==> config.mk <==
export PLATFORM = sky130hd
export DESIGN_NAME = byte_mem_sequencer_flat
export DESIGN_NICKNAME = d
export VERILOG_FILES = /design/src/rtl/mem_seq_pkg.sv /design/src/rtl/byte_mem_sequencer_if.sv /design/src/rtl/byte_mem_sequencer_load_extend.sv /design/src/rtl/byte_mem_sequencer.sv /design/src/flat_wrapper.sv
export SDC_FILE = /design/constraint.sdc
export NUM_CORES = 1
export LEC_CHECK = 0
export ABC_CLOCK_PERIOD_IN_PS = 5800
export CORE_MARGIN = 3
export CORE_UTILIZATION = 50
export CTS_BUF_LIST = sky130_fd_sc_hd__clkbuf_8
export DETAILED_ROUTE_END_ITERATION = 10
export PLACE_DENSITY = 0.83
export SLEW_MARGIN = 20
export SYNTH_ARGS = -nofsm -noshare
export SYNTH_HDL_FRONTEND = slang
export SYNTH_SLANG_ARGS = --single-unit
==> constraint.sdc <==
create_clock -name clk -period 5.8 [get_ports clk]
set_clock_uncertainty 0.15 [all_clocks]
set_input_delay 1.16 -clock clk [delete_from_list [all_inputs] [get_ports clk]]
set_output_delay 1.16 -clock clk [all_outputs]
set_load 0.05 [all_outputs]
==> src/rtl/mem_seq_pkg.sv <==
`default_nettype none
// +-----------------------------------------------------------------------+
// | mem_seq_pkg : shared types and error codes for byte_mem_sequencer     |
// | Rev 1.0                                                               |
// +-----------------------------------------------------------------------+
package mem_seq_pkg;

  typedef enum logic [1:0] {
    SZ_BYTE = 2'b00,
    SZ_HALF = 2'b01,
    SZ_WORD = 2'b10
  } size_t;

  typedef enum logic [1:0] {
    S_IDLE  = 2'd0,
    S_ISSUE = 2'd1,
    S_DRAIN = 2'd2,
    S_RESP  = 2'd3
  } state_t;

  // Codes 1 and 2 belong to the CPU's older fault sources.
  localparam logic [3:0] ERR_NONE     = 4'd0;
  localparam logic [3:0] ERR_MISALIGN = 4'd3;
  localparam logic [3:0] ERR_RANGE    = 4'd4;
  localparam logic [3:0] ERR_SIZE     = 4'd5;

  localparam logic [1:0] SZ_ILLEGAL = 2'b11;

  function automatic logic [2:0] size_bytes(input logic [1:0] sz);
    case (sz)
      2'b00:   return 3'd1;
      2'b01:   return 3'd2;
      2'b10:   return 3'd4;
      default: return 3'd0;
    endcase
  endfunction

endpackage
`default_nettype wire

==> src/rtl/byte_mem_sequencer_if.sv <==
`default_nettype none
// +-----------------------------------------------------------------------+
// | byte_mem_sequencer_if : requester, response and byte-RAM signals      |
// | Rev 1.0                                                               |
// +-----------------------------------------------------------------------+
interface byte_mem_sequencer_if #(
  parameter int ADDR_W = 24
);
  logic              p0_valid;
  logic              p0_ready;
  logic              p0_we;
  logic [31:0]       p0_addr;
  logic [1:0]        p0_size;
  logic              p0_unsigned;
  logic [31:0]       p0_wdata;

  logic              p1_valid;
  logic              p1_ready;
  logic              p1_we;
  logic [31:0]       p1_addr;
  logic [1:0]        p1_size;
  logic              p1_unsigned;
  logic [31:0]       p1_wdata;

  logic              rsp_done;
  logic              rsp_id;
  logic [31:0]       rsp_rdata;
  logic [3:0]        rsp_err;
  logic              busy;

  logic [ADDR_W-1:0] mem_addr;
  logic              mem_we;
  logic [7:0]        mem_wdata;
  logic [7:0]        mem_rdata;

  // Master is the system side: both requesters plus the RAM.
  modport master (
    output p0_valid, p0_we, p0_addr, p0_size, p0_unsigned, p0_wdata,
    input  p0_ready,
    output p1_valid, p1_we, p1_addr, p1_size, p1_unsigned, p1_wdata,
    input  p1_ready,
    input  rsp_done, rsp_id, rsp_rdata, rsp_err, busy,
    input  mem_addr, mem_we, mem_wdata,
    output mem_rdata
  );

  modport slave (
    input  p0_valid, p0_we, p0_addr, p0_size, p0_unsigned, p0_wdata,
    output p0_ready,
    input  p1_valid, p1_we, p1_addr, p1_size, p1_unsigned, p1_wdata,
    output p1_ready,
    output rsp_done, rsp_id, rsp_rdata, rsp_err, busy,
    output mem_addr, mem_we, mem_wdata,
    input  mem_rdata
  );
endinterface
`default_nettype wire

==> src/rtl/byte_mem_sequencer_load_extend.sv <==
`default_nettype none
// +-----------------------------------------------------------------------+
// | load_extend : sign/zero extension of assembled little-endian bytes    |
// | Rev 1.0                                                               |
// +-----------------------------------------------------------------------+
module load_extend
  import mem_seq_pkg::*;
(
  input  logic [31:0] i_bytes,
  input  size_t       i_size,
  input  logic        i_unsigned,
  output logic [31:0] o_data
);

  always_comb begin
    o_data = i_bytes;
    case (i_size)
      SZ_BYTE: o_data = {{24{i_bytes[7]  & ~i_unsigned}}, i_bytes[7:0]};
      SZ_HALF: o_data = {{16{i_bytes[15] & ~i_unsigned}}, i_bytes[15:0]};
      default: o_data = i_bytes;
    endcase
  end

endmodule
`default_nettype wire

==> src/rtl/byte_mem_sequencer.sv <==
`default_nettype none
// +-----------------------------------------------------------------------+
// | byte_mem_sequencer : arbitrates two requesters onto a byte-wide RAM   |
// | Rev 1.0                                                               |
// +-----------------------------------------------------------------------+
module byte_mem_sequencer #(
  parameter int ADDR_W = 24
) (
  input  logic                 clk,
  input  logic                 reset,
  byte_mem_sequencer_if.slave  bus
);
  import mem_seq_pkg::*;

  state_t              r_state;
  state_t              w_state_next;
  logic                r_last_grant;
  logic                r_id;
  logic [ADDR_W-1:0]   r_addr;
  logic [1:0]          r_size;
  logic                r_we;
  logic                r_uns;
  logic [31:0]         r_wdata;
  logic [3:0]          r_err;
  logic [1:0]          r_beat;
  logic [31:0]         r_bytes;
  logic [ADDR_W-1:0]   r_mem_addr;

  logic                w_grant0;
  logic                w_grant1;
  logic                w_accept;
  logic                w_we;
  logic [31:0]         w_addr;
  logic [1:0]          w_size;
  logic                w_uns;
  logic [31:0]         w_wdata;
  logic [32:0]         w_span;
  logic [3:0]          w_err;
  logic [1:0]          w_last_idx;
  logic                w_last_beat;
  logic [ADDR_W-1:0]   w_beat_addr;
  logic [1:0]          w_cap_lane;
  logic                w_cap_en;
  logic                w_issue;
  logic                w_resp;
  logic [31:0]         w_ext;

  // On a tie the port that did not win last time is granted.
  assign w_grant0 = bus.p0_valid && (!bus.p1_valid || r_last_grant);
  assign w_grant1 = bus.p1_valid && (!bus.p0_valid || !r_last_grant);
  assign w_accept = (r_state == S_IDLE) && !reset && (w_grant0 || w_grant1);

  assign w_we    = w_grant1 ? bus.p1_we       : bus.p0_we;
  assign w_addr  = w_grant1 ? bus.p1_addr     : bus.p0_addr;
  assign w_size  = w_grant1 ? bus.p1_size     : bus.p0_size;
  assign w_uns   = w_grant1 ? bus.p1_unsigned : bus.p0_unsigned;
  assign w_wdata = w_grant1 ? bus.p1_wdata    : bus.p0_wdata;

  assign w_span = {1'b0, w_addr} + {30'd0, size_bytes(w_size)} - 33'd1;

  always_comb begin
    w_err = ERR_NONE;
    if (w_size == SZ_ILLEGAL)
      w_err = ERR_SIZE;
    else if ((w_size == SZ_HALF && w_addr[0]) || (w_size == SZ_WORD && w_addr[1:0] != 2'b00))
      w_err = ERR_MISALIGN;
    else if (|w_span[32:ADDR_W])
      w_err = ERR_RANGE;
  end

  assign w_issue     = (r_state == S_ISSUE);
  assign w_resp      = (r_state == S_RESP);
  assign w_last_idx  = 2'(size_bytes(r_size) - 3'd1);
  assign w_last_beat = (r_beat == w_last_idx);
  assign w_beat_addr = r_addr + ADDR_W'(r_beat);

  // RAM read data trails the address by one cycle, so lanes land one beat late.
  assign w_cap_lane = (r_state == S_DRAIN) ? r_beat : r_beat - 2'd1;
  assign w_cap_en   = !r_we && ((w_issue && r_beat != 2'd0) || r_state == S_DRAIN);

  always_comb begin
    w_state_next = r_state;
    case (r_state)
      S_IDLE:  if (w_accept) w_state_next = (w_err != ERR_NONE) ? S_RESP : S_ISSUE;
      S_ISSUE: if (w_last_beat) w_state_next = r_we ? S_RESP : S_DRAIN;
      S_DRAIN: w_state_next = S_RESP;
      S_RESP:  w_state_next = S_IDLE;
      default: w_state_next = S_IDLE;
    endcase
  end

  always_ff @(posedge clk) begin
    if (reset) r_state <= S_IDLE;
    else       r_state <= w_state_next;
  end

  always_ff @(posedge clk) begin
    if (reset) begin
      r_last_grant <= 1'b1;
      r_id         <= 1'b0;
      r_addr       <= '0;
      r_size       <= 2'b00;
      r_we         <= 1'b0;
      r_uns        <= 1'b0;
      r_wdata      <= 32'd0;
      r_err        <= ERR_NONE;
      r_beat       <= 2'd0;
      r_bytes      <= 32'd0;
      r_mem_addr   <= '0;
    end else begin
      if (w_accept) begin
        r_id         <= w_grant1;
        r_last_grant <= w_grant1;
        r_addr       <= w_addr[ADDR_W-1:0];
        r_size       <= w_size;
        r_we         <= w_we;
        r_uns        <= w_uns;
        r_wdata      <= w_wdata;
        r_err        <= w_err;
        r_beat       <= 2'd0;
        r_bytes      <= 32'd0;
      end
      if (w_issue) begin
        r_mem_addr <= w_beat_addr;
        if (!w_last_beat) r_beat <= r_beat + 2'd1;
      end
      if (w_cap_en) r_bytes[{w_cap_lane, 3'b000} +: 8] <= bus.mem_rdata;
    end
  end

  load_extend u_load_extend (
    .i_bytes    (r_bytes),
    .i_size     (size_t'(r_size)),
    .i_unsigned (r_uns),
    .o_data     (w_ext)
  );

  assign bus.p0_ready  = w_accept && w_grant0;
  assign bus.p1_ready  = w_accept && w_grant1;
  assign bus.rsp_done  = w_resp;
  assign bus.rsp_id    = w_resp && r_id;
  assign bus.rsp_err   = w_resp ? r_err : ERR_NONE;
  assign bus.rsp_rdata = w_resp ? w_ext : 32'd0;
  assign bus.busy      = (r_state != S_IDLE);

  // Reset must stop the write of the beat in flight.
  assign bus.mem_we    = w_issue && r_we && !reset;
  assign bus.mem_addr  = w_issue ? w_beat_addr : r_mem_addr;
  assign bus.mem_wdata = (w_issue && r_we) ? r_wdata[{r_beat, 3'b000} +: 8] : 8'h00;

endmodule
`default_nettype wire

==> src/flat_wrapper.sv <==
// flat-port wrapper written by rule: the top's interface ports become plain ports
module byte_mem_sequencer_flat import mem_seq_pkg::*;
#(
  parameter int ADDR_W = 24
)
  (clk, reset, bus_p0_valid, bus_p0_we, bus_p0_addr, bus_p0_size, bus_p0_unsigned, bus_p0_wdata, bus_p0_ready, bus_p1_valid, bus_p1_we, bus_p1_addr, bus_p1_size, bus_p1_unsigned, bus_p1_wdata, bus_p1_ready, bus_rsp_done, bus_rsp_id, bus_rsp_rdata, bus_rsp_err, bus_busy, bus_mem_addr, bus_mem_we, bus_mem_wdata, bus_mem_rdata);
  byte_mem_sequencer_if #(.ADDR_W(ADDR_W)) bus_i ();
  input  logic clk;
  input  logic reset;
  input wire logic [$bits(bus_i.p0_valid)-1:0] bus_p0_valid;
  input wire logic [$bits(bus_i.p0_we)-1:0] bus_p0_we;
  input wire logic [$bits(bus_i.p0_addr)-1:0] bus_p0_addr;
  input wire logic [$bits(bus_i.p0_size)-1:0] bus_p0_size;
  input wire logic [$bits(bus_i.p0_unsigned)-1:0] bus_p0_unsigned;
  input wire logic [$bits(bus_i.p0_wdata)-1:0] bus_p0_wdata;
  output wire logic [$bits(bus_i.p0_ready)-1:0] bus_p0_ready;
  input wire logic [$bits(bus_i.p1_valid)-1:0] bus_p1_valid;
  input wire logic [$bits(bus_i.p1_we)-1:0] bus_p1_we;
  input wire logic [$bits(bus_i.p1_addr)-1:0] bus_p1_addr;
  input wire logic [$bits(bus_i.p1_size)-1:0] bus_p1_size;
  input wire logic [$bits(bus_i.p1_unsigned)-1:0] bus_p1_unsigned;
  input wire logic [$bits(bus_i.p1_wdata)-1:0] bus_p1_wdata;
  output wire logic [$bits(bus_i.p1_ready)-1:0] bus_p1_ready;
  output wire logic [$bits(bus_i.rsp_done)-1:0] bus_rsp_done;
  output wire logic [$bits(bus_i.rsp_id)-1:0] bus_rsp_id;
  output wire logic [$bits(bus_i.rsp_rdata)-1:0] bus_rsp_rdata;
  output wire logic [$bits(bus_i.rsp_err)-1:0] bus_rsp_err;
  output wire logic [$bits(bus_i.busy)-1:0] bus_busy;
  output wire logic [$bits(bus_i.mem_addr)-1:0] bus_mem_addr;
  output wire logic [$bits(bus_i.mem_we)-1:0] bus_mem_we;
  output wire logic [$bits(bus_i.mem_wdata)-1:0] bus_mem_wdata;
  input wire logic [$bits(bus_i.mem_rdata)-1:0] bus_mem_rdata;
  assign bus_i.p0_valid = bus_p0_valid;
  assign bus_i.p0_we = bus_p0_we;
  assign bus_i.p0_addr = bus_p0_addr;
  assign bus_i.p0_size = bus_p0_size;
  assign bus_i.p0_unsigned = bus_p0_unsigned;
  assign bus_i.p0_wdata = bus_p0_wdata;
  assign bus_p0_ready = bus_i.p0_ready;
  assign bus_i.p1_valid = bus_p1_valid;
  assign bus_i.p1_we = bus_p1_we;
  assign bus_i.p1_addr = bus_p1_addr;
  assign bus_i.p1_size = bus_p1_size;
  assign bus_i.p1_unsigned = bus_p1_unsigned;
  assign bus_i.p1_wdata = bus_p1_wdata;
  assign bus_p1_ready = bus_i.p1_ready;
  assign bus_rsp_done = bus_i.rsp_done;
  assign bus_rsp_id = bus_i.rsp_id;
  assign bus_rsp_rdata = bus_i.rsp_rdata;
  assign bus_rsp_err = bus_i.rsp_err;
  assign bus_busy = bus_i.busy;
  assign bus_mem_addr = bus_i.mem_addr;
  assign bus_mem_we = bus_i.mem_we;
  assign bus_mem_wdata = bus_i.mem_wdata;
  assign bus_i.mem_rdata = bus_mem_rdata;
  byte_mem_sequencer #(.ADDR_W(ADDR_W)) u_core (.clk(clk), .reset(reset), .bus(bus_i));
endmodule
==> flow_summary.yaml <==
run_status:
  run_status: "finished, final reports clean"
logic_synthesis:
  synth_top_family_by_area: "compound AO/OA/AOI/OAI gates"
  yosys-top-cells-area: "dfxtp_1 32%, mux2i_1 9.0%, ha_1 7.1%"
  synth_compound_gate_area_share: 0.2016
  synthesis.nets: 1179
  post_synth.cell_area_avg_sq_um: 8.060
  synth_simple_gate_area_frac: 0.1986
  yosys.area.top_type_share: 0.3152
  synth_top_area_cell: "dfxtp_1"
  yosysSeqAreaShare: 0.3152
  ys.flop_type: "dfxtp_1"
  ys_seq_elements: 125
  synth_xor_xnor_area_share: 0.02868
  synth.distinct_cells: 65
  synth-async-reset-ratio: 0
  synth_edf_count: 0
  yosys_warnings: 0
  synth_cells: 985
  mux_contribution_to_synthesized_area: 0.1198
  synth.cell_area_sq_mm: 0.007939
  yosys.area_share.adder: 0.07344
detailed_routing:
  routed_wl_mm: 21.82
  antenna_left: 0
  drc: 0
  drt_iter0_drc: 599
  detail_route.wl_per_cell_microns: 15.61
  detail_route.vias_per_cell: 5.484
  overall_via_count_from_detail_route: 7667
  drtPass1Iterations: 5
power:
  p_int_mw: 2.116
  power.density_cell_area_mw_per_mm2: 354.5
  power.leakage_nw: 4.012
  peak_supply_drop_v: 0.0002711
  power.switching_mw: 1.649
  power.share.combinational: 0.503
  part_of_the_total_power_dissipated_in_sequential_elements: 0.315
  power_switching_share: 0.4380
  p_clk_frac: 0.182
placement:
  dpl_cell_area_sq_mm: 0.01027
  placement.io_buffers: 220
  place.detailed.hpwl_mm: 16.85
  routabilityCongestion: 0.9450
critical_path:
  worst_ep_required_time_ns: 4.49
  critPathArrivalTime_ns: 3.89
  timing.rr.start: "u_core.r_last_grant$_SDFFE_PP1P_"
  largest_stage_delay_on_the_critical_path_ns: 0.84
  critical_path_class: "reg2out"
  rr_worst_depth: 14
  reg2reg_capture_point: "u_core.r_state[1]$_SDFFE_PP0P_"
  reg2reg_slack_ns: 1.75
  crit_path_cell_trace: "inv_1, fa_1, nor2b_1, nand3_1, nor2_1, nand2_1, xor2_1, a21oi_1, clkdlybuf4s50_1"
  worst_setup_path_start_kind: "flip-flop"
  worstPathMaxFanout: 13
  critical_path.endpoint_type: "primary output"
  critical-path-slowest-cell: "clkdlybuf4s50_1"
  kind_of_cell_adding_the_most_delay_to_the_critical_path: "buffers and inverters"
  cp-startpoint: "u_core.r_beat[1]$_SDFF_PP0_"
  cp.buffers_inverters: 2
grt:
  busiest_layer: "met2"
  grtUsageMet1: 0.3340
  maximum_number_of_pins_on_one_net_before_global_route_repair: 80
  grt_antenna_before_repair: 1
  grt_first_pass_wirelength_mm: 35.28
  grtUsageMet3: 0.05763
  globalRouteMet2Util: 0.3834
  globalRouteTotalUtil: 0.2444
  grt.overflow.total: 0
  first_global_vias: 7226
sta:
  final_max_slew_viol_count: 0
  fin_setup_tns_ns: 0
  grt_setup_unrepaired: "false"
  finalWorstPathRequiredPeriod_ns: 5.196
  finalCritPeriodShare: 0.8958
  finalHoldViolCount: 0
  setup_viol: 0
  worst_slew_margin_rel: 0.2750
  timing.fmax_mhz: 192.5
  timing_worst_slew_pin_value_ns: 1.080
flow_run:
  max-cap-violations: 0
min_path:
  hold_start: "u_core.r_bytes[28]$_SDFF_PP0_"
  min_path_type: "reg2reg"
  number_of_instances_on_the_worst_hold_path: 2
  worst_min_delay_path_endpoint: "u_core.r_bytes[28]$_SDFF_PP0_"
die:
  start_util: 0.5165
  floorplan.die.width_microns: 132.0
  die_height_microns: 132.0
  top_level_ports: 222
  design.core.area_sq_mm: 0.01537
  std_cell_rows: 45
  die-area_sq_mm: 0.01743
clock_tree:
  clk-insertion-delay-late_ns: 0.45
  htreeDepth: 4
  max-clock-path-buffers: 2
  cts_hold_buffers: 0
  cts-root-buf: "clkbuf_8"
  cts_num_sinks: 125
  setup_bufs_post_cts: 0
  tritoncts_clock_tree: "built"
  clkSlewWorstSetupHoldPaths_ns: 0.08
  cts-resized-gates: 0
  cts_inserted_buffers: 17
finish:
  post-route-cell-area_sq_mm: 0.01062
  final_nets: 1368
  mostFrequentLayoutCell: "clkdlybuf4s50_1"
  syn2layout_area_growth_pct: 33.77
  most-common-layout-cells: "219 x clkdlybuf4s50_1, 133 x nor2_1, 125 x dfxtp_1"
  fillerInstances: 1289
  share_of_final_layout_standard_cells_stronger_than_drive_strength_1: 0.05565
==> flip-flops by register name (all words and copies together), names as in the netlist <==
signal	flops
u_core.r_size	2
u_core.r_id	1
u_core.r_beat	2
u_core.r_addr	24
u_core.r_state	2
u_core.r_last_grant	1
u_core.r_mem_addr	24
u_core.r_uns	1
u_core.r_bytes	32
u_core.r_we	1
u_core.r_wdata	32
u_core.r_err	3
==> worst max-delay path by stage <==
stage	depth (start not counted)	slack [ns]	to
after floorplan	17	1.11	u_core.r_state[1]$_SDFFE_PP0P_
after global placement	15	0.52	u_core.r_state[1]$_SDFFE_PP0P_
after detailed placement	15	0.42	u_core.r_state[1]$_SDFFE_PP0P_
after CTS	9	0.56	bus_mem_addr[22]
after global routing	9	0.36	bus_mem_addr[22]
final	9	0.60	bus_mem_addr[22]
==> through the flow <==
step           worst slack, ns  utilization  instances  power, mW  hold slack (ns)
2_1_floorplan            1.109            -        985      2.512           0.2822
3_3_place_gp            0.5196       0.6679       1366      3.049           0.3052
3_5_place_dp            0.4216       0.6679       1366      3.082           0.3054
4_1_cts                 0.5585       0.6908       1397      3.772           0.3158
5_1_grt                 0.3644       0.6909       1398      4.006           0.3433
6_report                0.6043       0.6909       1398      3.765           0.3193
==> kinds of logic after synthesis <==
family,count (synthesis)
simple gates,329
compound gates,246
buf+inv,128
flops,125
mux,84
fa+ha+maj,46
xor+xnor,26
other cells,1
==> synth_stat cells (9+ instances only) <==
cell and instances:
nand2_1 48, inv_1 68, nor2b_1 9, dfxtp_1 125
nor2_1 133, nor3_1 12, nand2b_1 9, mux2i_1 71
a21oi_1 86, nand3_1 46, and3_1 10, ha_1 45
buf_1 9, and2_1 37, a211oi_1 65, xor2_1 15
a21boi_0 9, o21ai_0 25, clkbuf_1 47, xnor2_1 11
a22oi_1 16
==> power groups by stage <==
stage	clock, mW	sequential [mW]	combinational, mW
global placement	0	1.19	1.86
floorplan	0	1.15	1.37
global route	0.734	1.21	2.07
CTS	0.698	1.18	1.89
finish	0.685	1.19	1.89
detailed placement	0	1.20	1.88
==> worst reg2reg max path, stage by stage, from the launching register on <==
cell and delay (ns):
dfxtp_1 0.35, a21boi_4 0.43, buf_12 0.25, mux2i_1 0.39, inv_1 0.09, ha_1 0.35, nand4_1 0.25, nor2_1 0.34
nand4_1 0.16, nor4_2 0.21, nor3_1 0.10, a2111o_1 0.39, nor3_1 0.15, and3_1 0.24, a221oi_2 0.08
==> cell type report <==
type / count / area, sq um / share of cell area
Multi-Input combinational cell: 732 / 4957 / 0.4668
Timing Repair Buffer: 230 / 2287 / 0.2154
Clock buffer: 18 / 247.7 / 0.02333
Tap cell: 211 / 264.0 / 0.02486
Antenna cell: 1 / 2.502 / 0.0002356
Sequential cell: 125 / 2502 / 0.2356
Clock inverter: 13 / 103.9 / 0.009779
Inverter: 68 / 255.2 / 0.02403
==> metal layers <==
metal / share of wire / wire length [microns]
met4: 0.017 / 376
met3: 0.062 / 1344
met2: 0.46 / 9961
met1: 0.46 / 10140
met5: 0 / 0
Power figures use the tool's default switching activity.
